--- src/rtl/sdram_arbiter_if.sv ---
// Bundle between the arbiter, its requesters and SDRAMBus.
// The master side drives requests and SDRAM responses; the slave side is the arbiter.
interface sdram_arbiter_if #(
   parameter int NUM_REQ = 5,
   parameter int ADDR_W  = 23,
   parameter int DATA_W  = 32
);
   localparam int ID_W = (NUM_REQ > 1) ? $clog2(NUM_REQ) : 1;

   logic [NUM_REQ-1:0]        req_read;
   logic [NUM_REQ-1:0]        req_write;
   logic [NUM_REQ*ADDR_W-1:0] req_addr;
   logic [NUM_REQ*DATA_W-1:0] req_writedata;
   logic [NUM_REQ-1:0]        req_finished;
   logic [DATA_W-1:0]         req_readdata;
   logic [NUM_REQ-1:0]        grant;
   logic                      sdram_read;
   logic                      sdram_write;
   logic [ADDR_W-1:0]         sdram_addr;
   logic [DATA_W-1:0]         sdram_writedata;
   logic [DATA_W-1:0]         sdram_readdata;
   logic                      sdram_finished;
   logic                      timeout_err;
   logic [ID_W-1:0]           timeout_id;

   modport master (
      output req_read, req_write, req_addr, req_writedata, sdram_readdata, sdram_finished,
      input  req_finished, req_readdata, grant, sdram_read, sdram_write, sdram_addr,
             sdram_writedata, timeout_err, timeout_id
   );

   modport slave (
      input  req_read, req_write, req_addr, req_writedata, sdram_readdata, sdram_finished,
      output req_finished, req_readdata, grant, sdram_read, sdram_write, sdram_addr,
             sdram_writedata, timeout_err, timeout_id
   );
endinterface

--- src/rtl/sdram_arbiter.sv ---
// Round-robin arbiter sharing one SDRAMBus port between NUM_REQ requesters,
// one transaction in flight, with a watchdog that aborts stuck accesses.
module sdram_arbiter #(
   parameter int NUM_REQ        = 5,
   parameter int ADDR_W         = 23,
   parameter int DATA_W         = 32,
   parameter int TIMEOUT_CYCLES = 1024,
   parameter int CNT_W          = 16
) (
   input  logic            i_clk,
   input  logic            i_rst,
   sdram_arbiter_if.slave  bus
);
   localparam int ID_W = (NUM_REQ > 1) ? $clog2(NUM_REQ) : 1;
   localparam logic [CNT_W-1:0] TO_LAST = CNT_W'((TIMEOUT_CYCLES > 0) ? TIMEOUT_CYCLES - 1 : 0);
   localparam logic [ID_W-1:0]  LAST_ID = ID_W'(NUM_REQ - 1);

   typedef enum logic [1:0] {IDLE, BUSY, RELEASE} state_e;

   state_e             state_q, state_d;
   logic [ID_W-1:0]    rr_last_q, rr_last_d;
   logic [NUM_REQ-1:0] grant_q, grant_d;
   logic               op_wr_q, op_wr_d;
   logic [ADDR_W-1:0]  addr_q, addr_d;
   logic [DATA_W-1:0]  wdata_q, wdata_d;
   logic [CNT_W-1:0]   cnt_q, cnt_d;
   logic               terr_q, terr_d;
   logic [ID_W-1:0]    tid_q, tid_d;

   logic [NUM_REQ-1:0] pend;
   logic [ID_W-1:0]    win;
   logic               win_wr;
   logic [ADDR_W-1:0]  win_addr;
   logic [DATA_W-1:0]  win_data;
   logic               busy, done, to_hit;
   int                 idx;

   assign pend   = bus.req_read | bus.req_write;
   assign busy   = (state_q == BUSY);
   assign done   = busy && bus.sdram_finished;
   // A completion landing on the last watchdog cycle wins over the abort.
   assign to_hit = busy && (TIMEOUT_CYCLES != 0) && (cnt_q == TO_LAST) && !bus.sdram_finished;

   // Descending scan so the nearest pending index after rr_last is the one kept.
   always_comb begin
      win      = rr_last_q;
      idx      = 0;
      win_wr   = 1'b0;
      win_addr = '0;
      win_data = '0;
      for (int k = NUM_REQ; k >= 1; k--) begin
         idx = (int'(rr_last_q) + k) % NUM_REQ;
         if (|(pend & (NUM_REQ'(1) << idx))) win = ID_W'(idx);
      end
      for (int i = 0; i < NUM_REQ; i++) begin
         if (win == ID_W'(i)) begin
            win_wr   = bus.req_write[i];
            win_addr = bus.req_addr[i*ADDR_W +: ADDR_W];
            win_data = bus.req_writedata[i*DATA_W +: DATA_W];
         end
      end
   end

   always_comb begin
      state_d   = state_q;
      rr_last_d = rr_last_q;
      grant_d   = grant_q;
      op_wr_d   = op_wr_q;
      addr_d    = addr_q;
      wdata_d   = wdata_q;
      cnt_d     = cnt_q;
      terr_d    = terr_q;
      tid_d     = tid_q;
      case (state_q)
         IDLE: begin
            if (|pend) begin
               state_d   = BUSY;
               rr_last_d = win;
               grant_d   = NUM_REQ'(1) << win;
               op_wr_d   = win_wr;
               addr_d    = win_addr;
               wdata_d   = win_data;
               cnt_d     = '0;
            end
         end
         BUSY: begin
            cnt_d = cnt_q + 1'b1;
            if (done || to_hit) begin
               state_d = RELEASE;
               cnt_d   = '0;
            end
            if (to_hit) begin
               terr_d = 1'b1;
               tid_d  = rr_last_q;
            end
         end
         RELEASE: state_d = IDLE;
         default: state_d = IDLE;
      endcase
   end

   always_ff @(posedge i_clk) begin
      if (i_rst) begin
         state_q   <= IDLE;
         rr_last_q <= LAST_ID;
         grant_q   <= '0;
         op_wr_q   <= 1'b0;
         addr_q    <= '0;
         wdata_q   <= '0;
         cnt_q     <= '0;
         terr_q    <= 1'b0;
         tid_q     <= '0;
      end else begin
         state_q   <= state_d;
         rr_last_q <= rr_last_d;
         grant_q   <= grant_d;
         op_wr_q   <= op_wr_d;
         addr_q    <= addr_d;
         wdata_q   <= wdata_d;
         cnt_q     <= cnt_d;
         terr_q    <= terr_d;
         tid_q     <= tid_d;
      end
   end

   assign bus.grant           = busy ? grant_q : '0;
   assign bus.sdram_read      = busy & ~op_wr_q;
   assign bus.sdram_write     = busy & op_wr_q;
   assign bus.sdram_addr      = busy ? addr_q : '0;
   assign bus.sdram_writedata = (busy && op_wr_q) ? wdata_q : '0;
   assign bus.req_finished    = (done || to_hit) ? grant_q : '0;
   assign bus.req_readdata    = done ? bus.sdram_readdata : '0;
   assign bus.timeout_err     = terr_q;
   assign bus.timeout_id      = tid_q;
endmodule

--- src/flat_wrapper.sv ---
// flat-port wrapper written by rule: the top's interface ports become plain ports
module sdram_arbiter_flat 
#(
   parameter int NUM_REQ        = 5,
   parameter int ADDR_W         = 23,
   parameter int DATA_W         = 32,
   parameter int TIMEOUT_CYCLES = 1024,
   parameter int CNT_W          = 16
)
  (i_clk, i_rst, bus_req_read, bus_req_write, bus_req_addr, bus_req_writedata, bus_sdram_readdata, bus_sdram_finished, bus_req_finished, bus_req_readdata, bus_grant, bus_sdram_read, bus_sdram_write, bus_sdram_addr, bus_sdram_writedata, bus_timeout_err, bus_timeout_id);
  sdram_arbiter_if #(.NUM_REQ(NUM_REQ), .ADDR_W(ADDR_W), .DATA_W(DATA_W)) bus_i ();
  input  logic i_clk;
  input  logic i_rst;
  input wire logic [$bits(bus_i.req_read)-1:0] bus_req_read;
  input wire logic [$bits(bus_i.req_write)-1:0] bus_req_write;
  input wire logic [$bits(bus_i.req_addr)-1:0] bus_req_addr;
  input wire logic [$bits(bus_i.req_writedata)-1:0] bus_req_writedata;
  input wire logic [$bits(bus_i.sdram_readdata)-1:0] bus_sdram_readdata;
  input wire logic [$bits(bus_i.sdram_finished)-1:0] bus_sdram_finished;
  output wire logic [$bits(bus_i.req_finished)-1:0] bus_req_finished;
  output wire logic [$bits(bus_i.req_readdata)-1:0] bus_req_readdata;
  output wire logic [$bits(bus_i.grant)-1:0] bus_grant;
  output wire logic [$bits(bus_i.sdram_read)-1:0] bus_sdram_read;
  output wire logic [$bits(bus_i.sdram_write)-1:0] bus_sdram_write;
  output wire logic [$bits(bus_i.sdram_addr)-1:0] bus_sdram_addr;
  output wire logic [$bits(bus_i.sdram_writedata)-1:0] bus_sdram_writedata;
  output wire logic [$bits(bus_i.timeout_err)-1:0] bus_timeout_err;
  output wire logic [$bits(bus_i.timeout_id)-1:0] bus_timeout_id;
  assign bus_i.req_read = bus_req_read;
  assign bus_i.req_write = bus_req_write;
  assign bus_i.req_addr = bus_req_addr;
  assign bus_i.req_writedata = bus_req_writedata;
  assign bus_i.sdram_readdata = bus_sdram_readdata;
  assign bus_i.sdram_finished = bus_sdram_finished;
  assign bus_req_finished = bus_i.req_finished;
  assign bus_req_readdata = bus_i.req_readdata;
  assign bus_grant = bus_i.grant;
  assign bus_sdram_read = bus_i.sdram_read;
  assign bus_sdram_write = bus_i.sdram_write;
  assign bus_sdram_addr = bus_i.sdram_addr;
  assign bus_sdram_writedata = bus_i.sdram_writedata;
  assign bus_timeout_err = bus_i.timeout_err;
  assign bus_timeout_id = bus_i.timeout_id;
  sdram_arbiter #(.NUM_REQ(NUM_REQ), .ADDR_W(ADDR_W), .DATA_W(DATA_W), .TIMEOUT_CYCLES(TIMEOUT_CYCLES), .CNT_W(CNT_W)) u_core (.i_clk(i_clk), .i_rst(i_rst), .bus(bus_i));
endmodule
--- config.mk ---
export PLATFORM = sky130hd
export DESIGN_NAME = sdram_arbiter_flat
export DESIGN_NICKNAME = d
export VERILOG_FILES = /design/src/rtl/sdram_arbiter_if.sv /design/src/rtl/sdram_arbiter.sv /design/src/flat_wrapper.sv
export SDC_FILE = /design/constraint.sdc
export NUM_CORES = 1
export LEC_CHECK = 0
export ABC_AREA = 1
export CAP_MARGIN = 30
export CORE_AREA = 4 4 162 164
export DETAILED_ROUTE_END_ITERATION = 16
export DIE_AREA = 0 0 166 168
export PLACE_DENSITY = 0.74
export SLEW_MARGIN = 20
export SYNTH_ARGS = -nofsm -noshare
export SYNTH_HDL_FRONTEND = slang
export SYNTH_SLANG_ARGS = --single-unit
--- constraint.sdc ---
create_clock -name i_clk -period 4.6 [get_ports i_clk]
set_input_delay 0.69 -clock i_clk [delete_from_list [all_inputs] [get_ports i_clk]]
set_output_delay 0.69 -clock i_clk [all_outputs]
set_load 0.01 [all_outputs]
Word-level counts from Yosys, hierarchy flattened --
Cells that the tools add are included.
Cells by class: div/mod/pow operators 5, $add $sub $neg 6, shift operators 6, multiply operators 0, eq/ne operators 8, order comparisons 0, reduce and logical (&&, ||, !) cells 19, muxes and demuxes 31, bitwise gates (word level) 9
Operators by type and width (number):
- $mux W32 | 7
- $mod A32 B4 Y32 const B | 5
- $shl A1 B32 Y5 const A | 5
- $mux W23 | 6
- $mux W16 | 2
- $pmux W16 S2 | 1
- $reduce_or A5 Y1 | 6
- $and A5 B5 Y5 | 5
- $add A16 B1 Y16 const B | 1
- $eq A16 B10 Y1 const B | 1
- $mux W3 | 5
- $mux W5 | 2
- $add A3 B2 Y4 const B | 2
- $add A3 B3 Y4 const B | 2
- $reduce_and A2 Y1 | 4
- $eq A3 B2 Y1 const B | 2
- $mux W1 | 5
- $or A5 B5 Y5 | 1
- $shl A1 B3 Y5 const A | 1
- $add A3 B1 Y4 const B | 1
- $logic_and A1 B1 Y1 | 4
- $mux W2 | 2
- $pmux W2 S2 | 1
- $eq A3 B1 Y1 const B | 1
- 11 further kinds | 12
Storage, ports and cells: bits in latches 0, bits in read-only memories 0, output and inout port bits 103, register bits after elaboration 86, logic and storage cells 93, memories 0, bits in writable memories 0, input bits 320

Logic depth before layout (Yosys ltp) --
Gate-level depths: netlist of the first run.
depth after elaboration 16, mapped depth 36, mapped depth without buffers 33

Least setup slack after synthesis of the first run --
No wires, ideal clock.
kind register -> register, start point register u_core.rr_last_q[0], end point register u_core.wdata_q[14], required time 4.468 ns, cell stages (with the launch flop) 35, path buffers 3, path slack 0.104 ns, period minus slack after synthesis 4.496 ns, setup time 0.132 ns, arrival 4.364 ns, cell sequence dfxtp_1 -> buf_2 -> clkbuf_1 -> inv_1 -> ha_1 -> ha_1 -> nor2_1 -> nand3_2 -> nand2_1 -> xor2_1 -> ha_1 -> inv_1 -> nand2_1 -> nand3_2 -> nand2_1 -> nand2_1 -> nand2_1 -> nand3_1 -> nand2_1 -> nand2_1 -> nand2_2 -> nand2_1 -> nand2_1 -> nand3_1 -> nand2_1 -> nand2_1 -> nand2_1 -> nand2_4 -> nand2_2 -> nor2_4 -> inv_2 -> clkbuf_1 -> nand2_1 -> o21bai_1 -> a21oi_1
Between the ends: longest elaborated chain between the ends 16, elaborated cells between the ends (all ways) 40, those cells by class add/sub: 5; div: 5; eq/ne: 4; shift: 5; mux: 10; bitwise: 5; reduce/logical: 6
Ends and longest elaborated chain:
- start: declaration | RTL line sdram_arbiter.sv:21 | logic [ID_W-1:0] rr_last_q, rr_last_d;
- start signal: assignment | RTL line sdram_arbiter.sv:115 | rr_last_q <= rr_last_d;
- $add A3 B3 Y4 | RTL line sdram_arbiter.sv:52 | idx = (int'(rr_last_q) + k) % NUM_REQ;
- $mod A32 B4 Y32 | RTL line sdram_arbiter.sv:52
- $shl A1 B32 Y5 | RTL line sdram_arbiter.sv:53 | if (|(pend & (NUM_REQ'(1) << idx))) win = ID_W'(idx);
- $and A5 B5 Y5 | RTL line sdram_arbiter.sv:53
- $reduce_or A5 Y1 | RTL line sdram_arbiter.sv:53
- $mux W3 (4 in series) | RTL line sdram_arbiter.sv:53
- $mux W3 * | RTL line sdram_arbiter.sv:53
- $logic_not A3 Y1 | RTL line sdram_arbiter.sv:56 | if (win == ID_W'(i)) begin
- $mux W32 (4 in series) | RTL line sdram_arbiter.sv:56
- $mux W32 * | RTL line sdram_arbiter.sv:56
- end signal: assignment | RTL line sdram_arbiter.sv:119 | wdata_q <= wdata_d;
- end: declaration | RTL line sdram_arbiter.sv:25 | logic [DATA_W-1:0] wdata_q, wdata_d;
Every way passes the cells marked *; elsewhere a longest branch is shown, timed or not. A chain may end at the register's enable or synchronous reset.

Worst setup path in the final report of the first run --
start point register u_core.rr_last_q[1], end point register u_core.addr_q[2]
Between the ends: longest elaborated chain between the ends 16, elaborated cells between the ends (all ways) 40, those cells by class add/sub: 5; div: 5; eq/ne: 4; shift: 5; mux: 10; bitwise: 5; reduce/logical: 6
Ends and longest elaborated chain:
- $add A3 B3 Y4 | RTL line sdram_arbiter.sv:52
- $mod A32 B4 Y32 | RTL line sdram_arbiter.sv:52
- $shl A1 B32 Y5 | RTL line sdram_arbiter.sv:53
- $and A5 B5 Y5 | RTL line sdram_arbiter.sv:53
- $reduce_or A5 Y1 | RTL line sdram_arbiter.sv:53
- $mux W3 (4 in series) | RTL line sdram_arbiter.sv:53
- $mux W3 * | RTL line sdram_arbiter.sv:53
- $logic_not A3 Y1 | RTL line sdram_arbiter.sv:56
- $mux W23 (4 in series) | RTL line sdram_arbiter.sv:56
- $mux W23 * | RTL line sdram_arbiter.sv:56
- end signal: assignment | RTL line sdram_arbiter.sv:118 | addr_q <= addr_d;
- end: declaration | RTL line sdram_arbiter.sv:24 | logic [ADDR_W-1:0] addr_q, addr_d;
Marked as above.

==> results.ini, run 1 <==
[synth]
synthTopCellsByCount=317 x nand2_1, 221 x inv_1, 183 x nand4_1
yosysTopAreaCell=dfxtp_1
yosysTopAreaCellShare_pct=19.2
synth_edf_count=0
synth_cell_types=47
synthCells=1533
synth_fp_nets=1887
netlist_area_um2=8980
ys_top_cells_by_area=dfxtp_1 19%, nand2_1 13%, nand4_1 13%
syn_avg_cell_area_um2=5.86
yosysWarnings=0
postSynthRegisterBits=86
async_flop_share_pct=0
ys_dominant_reg_cell=dfxtp_1
yosysMostFrequentCell=nand2_1
synth-seq-area-share_pct=19.2

[clock_tree]
cts_root_buf=clkbuf_16
clk_latency_ns=0.35
clkTransAtPathRegs_ns=0.08
numCtsBuffers=9
clock-sinks=86
h-tree-depth=3
cts_tree=built
clock_path_buffers=2

[global_routing]
grt_util_all_layers_pct=26.4
antenna_found_initial=5
grt.overflow.total=0
grt_pass1_wl_mm=60.3
grt_max_degree=88
grt_pass1_vias=11100

[sta]
clock.fmax_mhz=228
tns_ns=0
worstMarginPinSlew_ns=0.903
clock_skew_ns=0.00941
finalHoldViolCount=0
setup_violations=0
maxSlewViolCount=0
fin_crit_sh_pct=95.3
worst_slew_margin_rel_pct=39.7
min_period_ns=4.38

[floorplan]
coreArea_um2=24900
io_pins=423
std_cell_rows=58
fp.dieArea_um2=27900
initial_core_util_pct=36.1
fp.dieW_um=166
die_y_um=168

[cells_and_area]
fin_nets=2269
syn_to_final_growth_pct=59.4
n_fill_cell=2478
register_area_um2=1720
multi_input_area_um2=6030
drive_above_1_share_pct=8.65

[placed_design]
routabilityCongestion=0.941
dp_hpwl_mm=30.3
io_buffer_count=422

[routing]
via_count=12200
drt_iter0_drc=915
totalWireLength_mm=41.0
avgViaCountPerCell=5.40
antenna_left=0
drtPass1Iterations=6
post-route-drc-count=0
wire_per_inst_um=18.2

[critical_path]
crit_slowest_cell=fa_1
critPathLaunchType=flop
cpMostUsedCell=nand2_1
cp.required_ns=4.82
critical-path-top-delay-family=simple AND/OR/NAND/NOR gates
cp_data_arrival_time_ns=4.60
crit_type=reg2reg
cpPeakStageDelay_ns=0.36
end_kind=flop
crit_buf_inv=6
crit_fanout=8

[run_status]
outcome=completed

[worst_hold_path]
worstHoldPathType=reg2reg

[job]
cap_violations=0

-- per-stage QoR --
step                      utilization [%]  hold slack, ns  worst slack (ns)  std cells  instance area, µm²
after floorplan                         -           0.445             0.104       1533                8980
after global placement               54.1           0.433            0.0861       2210               13500
final                                57.5           0.449             0.217       2255               14300
after CTS                            55.6           0.451          0.000366       2228               13800
after detailed placement             54.2           0.440           -0.0640       2211               13500
after global routing                 57.5           0.477           -0.0921       2254               14300
-- worst register-to-register path: stages (launching register included) --
cell and delay, ns:
dfxtp_2 0.35, inv_1 0.07, ha_1 0.33, o21ai_2 0.19, o21ai_2 0.11, xor2_1 0.17
ha_1 0.22, fa_1 0.36, inv_1 0.10, nor2_1 0.07, nand2_2 0.12, xor2_2 0.24
inv_1 0.10, o31ai_1 0.25, nand3_2 0.18, nand2_1 0.11, inv_1 0.04, nand2_1 0.06
nand2_1 0.08, nand2_4 0.14, nand2_2 0.09, nor2_4 0.21, buf_12 0.17, clkbuf_16 0.17
nand2_1 0.05, nand2_1 0.06, o21bai_4 0.13, a21oi_1 0.07
-- cells by family after synthesis --
group,Yosys count,share of synthesized area [%]
compound gates,211,14.3
xor+xnor,17,1.91
fa+ha+maj,34,4.82
buf+inv,348,16.1
flops,86,19.2
simple gates,837,43.7
-- timing repair --
item	in CTS	in global routing
pin swaps	0	18
cloned	1	4
hold buffers	0	0
endpoints found under the hold margin	0	0
gates resized for setup	6	60
buffers inserted	0	18
endpoints found under the setup margin	46	61
-- area by class of cell --
type                       instances  area share [%]
antenna                            5          0.0874
clock buffer                       9            1.57
clock inverter                     7           0.559
inverter                         231            6.17
multi-input combinational       1099            42.1
sequential                        86            12.0
tap                              330            2.88
timing repair buffer             488            34.6
-- worst paths after layout --
| check | startpoint | endpoint | slack (ns) | cells after the start |
|---|---|---|---|---|
| min | u_core.bus.timeout_id[1] | u_core.bus.timeout_id[1] | 0.45 | 2 |
| max reg2reg | u_core.rr_last_q[1] | u_core.addr_q[2] | 0.22 | 27 |
| max | u_core.rr_last_q[1] | u_core.addr_q[2] | 0.22 | 27 |
| min reg2reg | u_core.bus.timeout_id[1] | u_core.bus.timeout_id[1] | 0.45 | 2 |
-- routing by layer --
metal | part of all wire, % | track usage (%) | up-vias | wire length, µm
met5 | 0.049 | 0 | - | 20
met4 | 3.9 | 10.4 | 2 | 1620
met3 | 8.0 | 5.45 | 91 | 3290
met2 | 49 | 46.2 | 638 | 19900
met1 | 39 | 31.9 | 5617 | 16200
li1 | - | - | 5839 | -
-- sequential cells by signal, summed over array words and instances (netlist names) --
| name | flops |
|---|---|
| u_core.addr_q | 23 |
| u_core.bus.timeout_err | 1 |
| u_core.bus.timeout_id | 3 |
| u_core.cnt_q | 16 |
| u_core.grant_q | 5 |
| u_core.op_wr_q | 1 |
| u_core.rr_last_q | 3 |
| u_core.state_q | 2 |
| u_core.wdata_q | 32 |
-- cell usage in the layout, fill, tap and decap left out, types with 3 or more instances in the layout --
cell type	netlist	layout
ha_1	33	26
nor2_2	1	3
o21ai_0	26	25
nor2_4	2	3
nand2_1	317	306
nand4_1	183	183
inv_1	221	218
dfxtp_1	86	84
xor2_1	11	9
nand2_4	2	5
a211oi_1	3	3
buf_6	9	6
nor2_1	145	142
xnor2_1	3	3
xor2_4	0	3
ha_2	0	6
o21ai_1	7	4
nand3_1	149	146
o21a_1	5	5
inv_2	8	10
buf_4	4	43
nand3_2	5	6
o21bai_1	57	56
clkdlybuf4s50_1	0	421
buf_8	0	4
diode_2	0	5
clkbuf_16	0	12
o21ai_2	1	5
o211ai_1	6	6
a21oi_1	91	91
buf_12	0	9
nand2_2	20	27
nor3_1	8	8
Power of run 1 is not shown: default switching activity piles up to over one toggle a cycle in this logic, so the estimate is an artifact.
==> inputs of run 2 (changes only) <==
- CELL_PAD_IN_SITES_DETAIL_PLACEMENT: not set -> 0
- CELL_PAD_IN_SITES_GLOBAL_PLACEMENT: not set -> 1
- CORE_AREA: 4 4 162 164 -> not set
- CORE_ASPECT_RATIO: not set -> 1.25
- CORE_MARGIN: not set -> 3
- CORE_UTILIZATION: not set -> 25
- DIE_AREA: 0 0 166 168 -> not set
- PLACE_DENSITY: 0.74 -> 0.78
==> run 2 against run 1 <==
  * Highest routed layer unchanged
  * Utilization down 16 points
  * First-iteration DRC count down 19%
  * Global-route usage down 5.1 points
  * Largest cell class unchanged
  * Cell count up 6.8%
  * Sequential share of layout area down 0.27 points
  * Maximum frequency up 0.13%
  * Critical path depth unchanged
  * Clock skew up 0.0037 ns
  * Worst hold slack worse by 0.0026 ns
  * Register-to-register slack about the same
==> results.ini, run 2 (same netlist as run 1, synthesis figures left out) <==
[run_status]
outcome=completed  ; unchanged

[critical_path]
cpMostUsedCell=nor2_1  ; was nand2_1
end_kind=flop  ; unchanged
reg2reg_slack_ns=0.22  ; about the same
crit_fanout=6  ; was 8
cpPeakStageDelay_ns=0.36  ; about the same
cp_data_arrival_time_ns=4.60  ; about the same
r2r_cells=27  ; unchanged
critPathLaunchType=flop  ; unchanged
crit_slowest_cell=fa_1  ; unchanged
crit_type=reg2reg  ; unchanged
cp.required_ns=4.83  ; was 4.82 ns

[job]
cap_violations=0  ; unchanged

[cells_and_area]
n_fill_cell=3800  ; was 2478
largest_registers=u_core.wdata_q: 32 flops, u_core.addr_q: 23 flops, u_core.cnt_q: 16 flops  ; unchanged
layout_common_cells=421 x clkdlybuf4s50_1, 306 x nand2_1, 219 x inv_1  ; was 421 x clkdlybuf4s50_1, 306 x nand2_1, 218 x inv_1
final_core_util_pct=41.3  ; was 57.5%
syn_to_final_growth_pct=63.0  ; was 59.4%
fin_nets=2281  ; was 2269
largest_reg_flops=32  ; unchanged
drive_above_1_share_pct=8.85  ; was 8.65%
final_common_cell=clkdlybuf4s50_1  ; unchanged
largest-register=u_core.wdata_q  ; unchanged

[clock_tree]
clk_latency_ns=0.37  ; was 0.35 ns
clkTransAtPathRegs_ns=0.08  ; about the same
clock_path_buffers=2  ; unchanged
cts_hold_buf=0  ; unchanged
cts_tree=built  ; unchanged
numCtsBuffers=9  ; unchanged
cts_root_buf=clkbuf_16  ; unchanged
clock-sinks=86  ; unchanged
h-tree-depth=3  ; unchanged

[global_routing]
grt.overflow.total=0  ; unchanged
grt_util_all_layers_pct=21.4  ; was 26.4%
antenna_found_initial=3  ; was 5
grt_max_degree=83  ; was 88
grt_pass1_vias=11800  ; was 11100
grt_pass1_wl_mm=64.7  ; was 60.3 mm

[sta]
setup_violations=0  ; unchanged
worstMarginPinSlew_ns=0.924  ; was 0.903 ns
clock.fmax_mhz=228  ; about the same
min_period_ns=4.38  ; about the same
worst_slew_margin_rel_pct=38.4  ; was 39.7%
maxSlewViolCount=0  ; unchanged
clock_skew_ns=0.0131  ; was 0.00941 ns
fin_crit_sh_pct=95.2  ; was 95.3%
tns_ns=0  ; unchanged
finalHoldViolCount=0  ; unchanged

[floorplan]
initial_core_util_pct=25.3  ; was 36.1%
fp.dieArea_um2=38200  ; was 27900 µm²
die_y_um=218  ; was 168 µm
fp.dieW_um=176  ; was 166 µm
io_pins=423  ; unchanged
std_cell_rows=77  ; was 58
coreArea_um2=35500  ; was 24900 µm²

[routing]
avgViaCountPerCell=5.02  ; was 5.40
drtPass1Iterations=6  ; unchanged
via_count=12100  ; was 12200
totalWireLength_mm=44.5  ; was 41.0 mm
drt_iter0_drc=740  ; was 915
wire_per_inst_um=18.5  ; was 18.2 µm
post-route-drc-count=0  ; unchanged
antenna_left=0  ; unchanged

[worst_hold_path]
worstHoldPathType=reg2reg  ; unchanged
holdPathStages=2  ; unchanged

[placed_design]
dp_hpwl_mm=31.3  ; was 30.3 mm
routabilityCongestion=0.895  ; was 0.941
io_buffer_count=422  ; unchanged

## run 2: path summary, 6_finish.rpt
| path | startpoint | endpoint |
|---|---|---|
| worst max-delay path | u_core.rr_last_q[1] | u_core.wdata_q[3] |
| worst min-delay path | u_core.bus.timeout_err | u_core.bus.timeout_err |
| worst max register to register | u_core.rr_last_q[1] | u_core.wdata_q[3] |
| worst min register to register | u_core.bus.timeout_err | u_core.bus.timeout_err |
## run 2: per-layer routing
metal / vias to the layer above / part of all wire (%) / global-route usage (%)
met5: - / 0.029 / 0
met4: 2 / 3.5 / 7.68
met3: 91 / 7.5 / 4.60
met2: 524 / 50 / 39.5
met1: 5611 / 39 / 24.0
li1: 5858 / - / -
## run 2: worst max-delay path, delay by kind of cell, from the launching register on
kind | cells | cell delay [ns]
compound gates | 6 | 0.85
xor+xnor | 1 | 0.17
fa+ha+maj | 3 | 0.83
buf+inv | 6 | 0.83
flops | 1 | 0.32
simple gates | 11 | 1.24
## run 2: what timing repair did
action / CTS / global route
gates cloned: 0 / 6
pin swaps: 0 / 11
buffers inserted: 0 / 16
resized for setup: 4 / 48
setup endpoints to repair: 54 / 58
## run 2: stage by stage
step           std cells  setup WS, ns  hold WS (ns)  cell area, µm²
2_1_floorplan       1533         0.104         0.445            8980
3_3_place_gp        2367         0.137         0.436           13800
3_5_place_dp        2367       -0.0309         0.441           13800
4_1_cts             2383        0.0101         0.452           14100
5_1_grt             2408       -0.0735         0.475           14600
6_report            2408         0.223         0.447           14600
## run 2: layout make-up
cell class                 instances  area [µm²]  area share [%]
antenna                            2        5.00          0.0342
clock buffer                      10         239            1.63
clock inverter                     6        97.6           0.667
inverter                         231         876            5.99
multi-input combinational       1099        5990            40.9
sequential                        86        1720            11.8
tap                              474         593            4.05
timing repair buffer             500        5110            34.9
Power of run 2 is left out for the same reason.
==> inputs of run 3 (changes only) <==
- CAP_MARGIN: 30 -> not set
- TNS_END_PERCENT: not set -> 10
==> run 3 against run 2 <==
  * Worst hold slack is essentially flat
  * Non-clock buffer count stayed put
  * Sequential cell count unchanged
==> results.ini, run 3 (same netlist as run 1, synthesis figures left out) <==
[sta]
worst_slew_margin_rel_pct=33.6  ; was 38.4%
min_period_ns=4.33  ; was 4.38 ns
worstMarginPinSlew_ns=0.996  ; was 0.924 ns
clock.fmax_mhz=231  ; was 228 MHz
finalHoldViolCount=0  ; unchanged
worst_hold_slack_ns=0.447  ; about the same
fin_crit_sh_pct=94.1  ; was 95.2%
worst_slack_ns=0.270  ; was 0.223 ns
setup_violations=0  ; unchanged
maxSlewViolCount=0  ; unchanged
clock_skew_ns=0.0135  ; was 0.0131 ns

[cells_and_area]
largest-register=u_core.wdata_q  ; unchanged
layout_common_cells=421 x clkdlybuf4s50_1, 306 x nand2_1, 218 x inv_1  ; was 421 x clkdlybuf4s50_1, 306 x nand2_1, 219 x inv_1
syn_to_final_growth_pct=63.0  ; about the same
final_common_cell=clkdlybuf4s50_1  ; unchanged
fin_nets=2281  ; unchanged
n_fill_cell=3801  ; was 3800
largest_reg_flops=32  ; unchanged
drive_above_1_share_pct=8.95  ; was 8.85%
largest_registers=u_core.wdata_q: 32 flops, u_core.addr_q: 23 flops, u_core.cnt_q: 16 flops  ; unchanged
final_area_um2=14600  ; about the same

[placed_design]
io_buffer_count=422  ; unchanged
pre_cts_slack_ns=-0.0309  ; unchanged
placedInstanceArea_um2=13800  ; unchanged
dp_hpwl_mm=31.3  ; unchanged
routabilityCongestion=0.895  ; unchanged

[global_routing]
grt.overflow.total=0  ; unchanged
grt_max_degree=83  ; unchanged
grt_pass1_vias=11800  ; unchanged
grt_pass1_wl_mm=64.7  ; unchanged
antenna_found_initial=3  ; unchanged
grt_util_all_layers_pct=21.4  ; unchanged

[routing]
totalWireLength_mm=44.5  ; about the same
post-route-drc-count=0  ; unchanged
avgViaCountPerCell=5.04  ; was 5.02
via_count=12100  ; about the same
drtPass1Iterations=5  ; was 6
wire_per_inst_um=18.5  ; about the same
antenna_left=0  ; unchanged
drt_iter0_drc=805  ; was 740

[floorplan]
initial_core_util_pct=25.3  ; unchanged
std_cell_rows=77  ; unchanged
fp.dieArea_um2=38200  ; unchanged
io_pins=423  ; unchanged
fp.dieW_um=176  ; unchanged
coreArea_um2=35500  ; unchanged
die_y_um=218  ; unchanged

[clock_tree]
clk_latency_ns=0.37  ; about the same
clock-sinks=86  ; unchanged
clkTransAtPathRegs_ns=0.08  ; about the same
clock_path_buffers=2  ; unchanged
cts_hold_buf=0  ; unchanged
h-tree-depth=3  ; unchanged
numCtsBuffers=9  ; unchanged
cts_tree=built  ; unchanged
cts_root_buf=clkbuf_16  ; unchanged

[critical_path]
crit_fanout=18  ; was 6
cp.required_ns=4.80  ; was 4.83 ns
cp_data_arrival_time_ns=4.53  ; was 4.60 ns
end_kind=flop  ; unchanged
crit_type=reg2reg  ; unchanged
critPathLaunchType=flop  ; unchanged

[job]
cap_violations=0  ; unchanged

[run_status]
outcome=completed  ; unchanged

[worst_hold_path]
worstHoldPathType=reg2reg  ; unchanged

run 3: area by class of cell:
| type | instances | area [µm²] | area share [%] |
|---|---|---|---|
| clock buffers | 10 | 239 | 1.63 |
| repair buffers | 500 | 5110 | 34.9 |
| diodes | 2 | 5.00 | 0.0342 |
| flip-flops and latches | 86 | 1730 | 11.8 |
| inverters | 231 | 876 | 5.98 |
| clock inverters | 6 | 97.6 | 0.667 |
| well taps | 474 | 593 | 4.05 |
| multi-input cells | 1099 | 5990 | 40.9 |
run 3: metrics by stage:
stage	TNS (ns)	std cells	utilization, %
finish	0	2408	41.3
global route	-2.14	2408	41.3
CTS	0	2383	39.9
detailed placement	-0.299	2367	38.9
global placement	0	2367	38.9
floorplan	0	1533	-
run 3: path summary, 6_finish.rpt:
kind                                              from                     end  slack (ns)  depth (start not counted)
worst max register to register     u_core.rr_last_q[1]       u_core.wdata_q[3]        0.27                         27
worst min register to register  u_core.bus.timeout_err  u_core.bus.timeout_err        0.45                          2
worst min-delay path            u_core.bus.timeout_err  u_core.bus.timeout_err        0.45                          2
worst max-delay path               u_core.rr_last_q[1]       u_core.wdata_q[3]        0.27                         27
run 3: timing repair:
action                     CTS  global route
setup endpoints to repair   54            58
gates resized for setup      4            54
setup buffers                0            16
pin swaps                    0            13
gates cloned                 0             7
run 3: per-layer routing:
metal | track usage (%) | routed length, µm
met2 | 39.5 | 22500
met3 | 4.60 | 3330
met4 | 7.68 | 1490
met5 | 0 | 13
met1 | 24.0 | 17100
run 3: critical path: stages (launching register included):
cell       delay (ns)
dfxtp_2          0.35
buf_6            0.12
buf_4            0.14
ha_1             0.16
inv_1            0.06
o21ai_2          0.21
xor2_1           0.12
ha_1             0.22
fa_1             0.36
inv_1            0.10
nor2_1           0.07
nand2_2          0.16
nor2_1           0.06
a21oi_1          0.12
inv_1            0.09
o31ai_1          0.28
nand3_2          0.18
buf_4            0.18
nor2_1           0.08
nor2_1           0.06
nand2_2          0.12
nand2_8          0.09
buf_4            0.17
clkbuf_16        0.18
nand4_1          0.10
nand3_1          0.14
o21bai_1         0.16
a21oi_1          0.07
Power of run 3 is left out for the same reason.
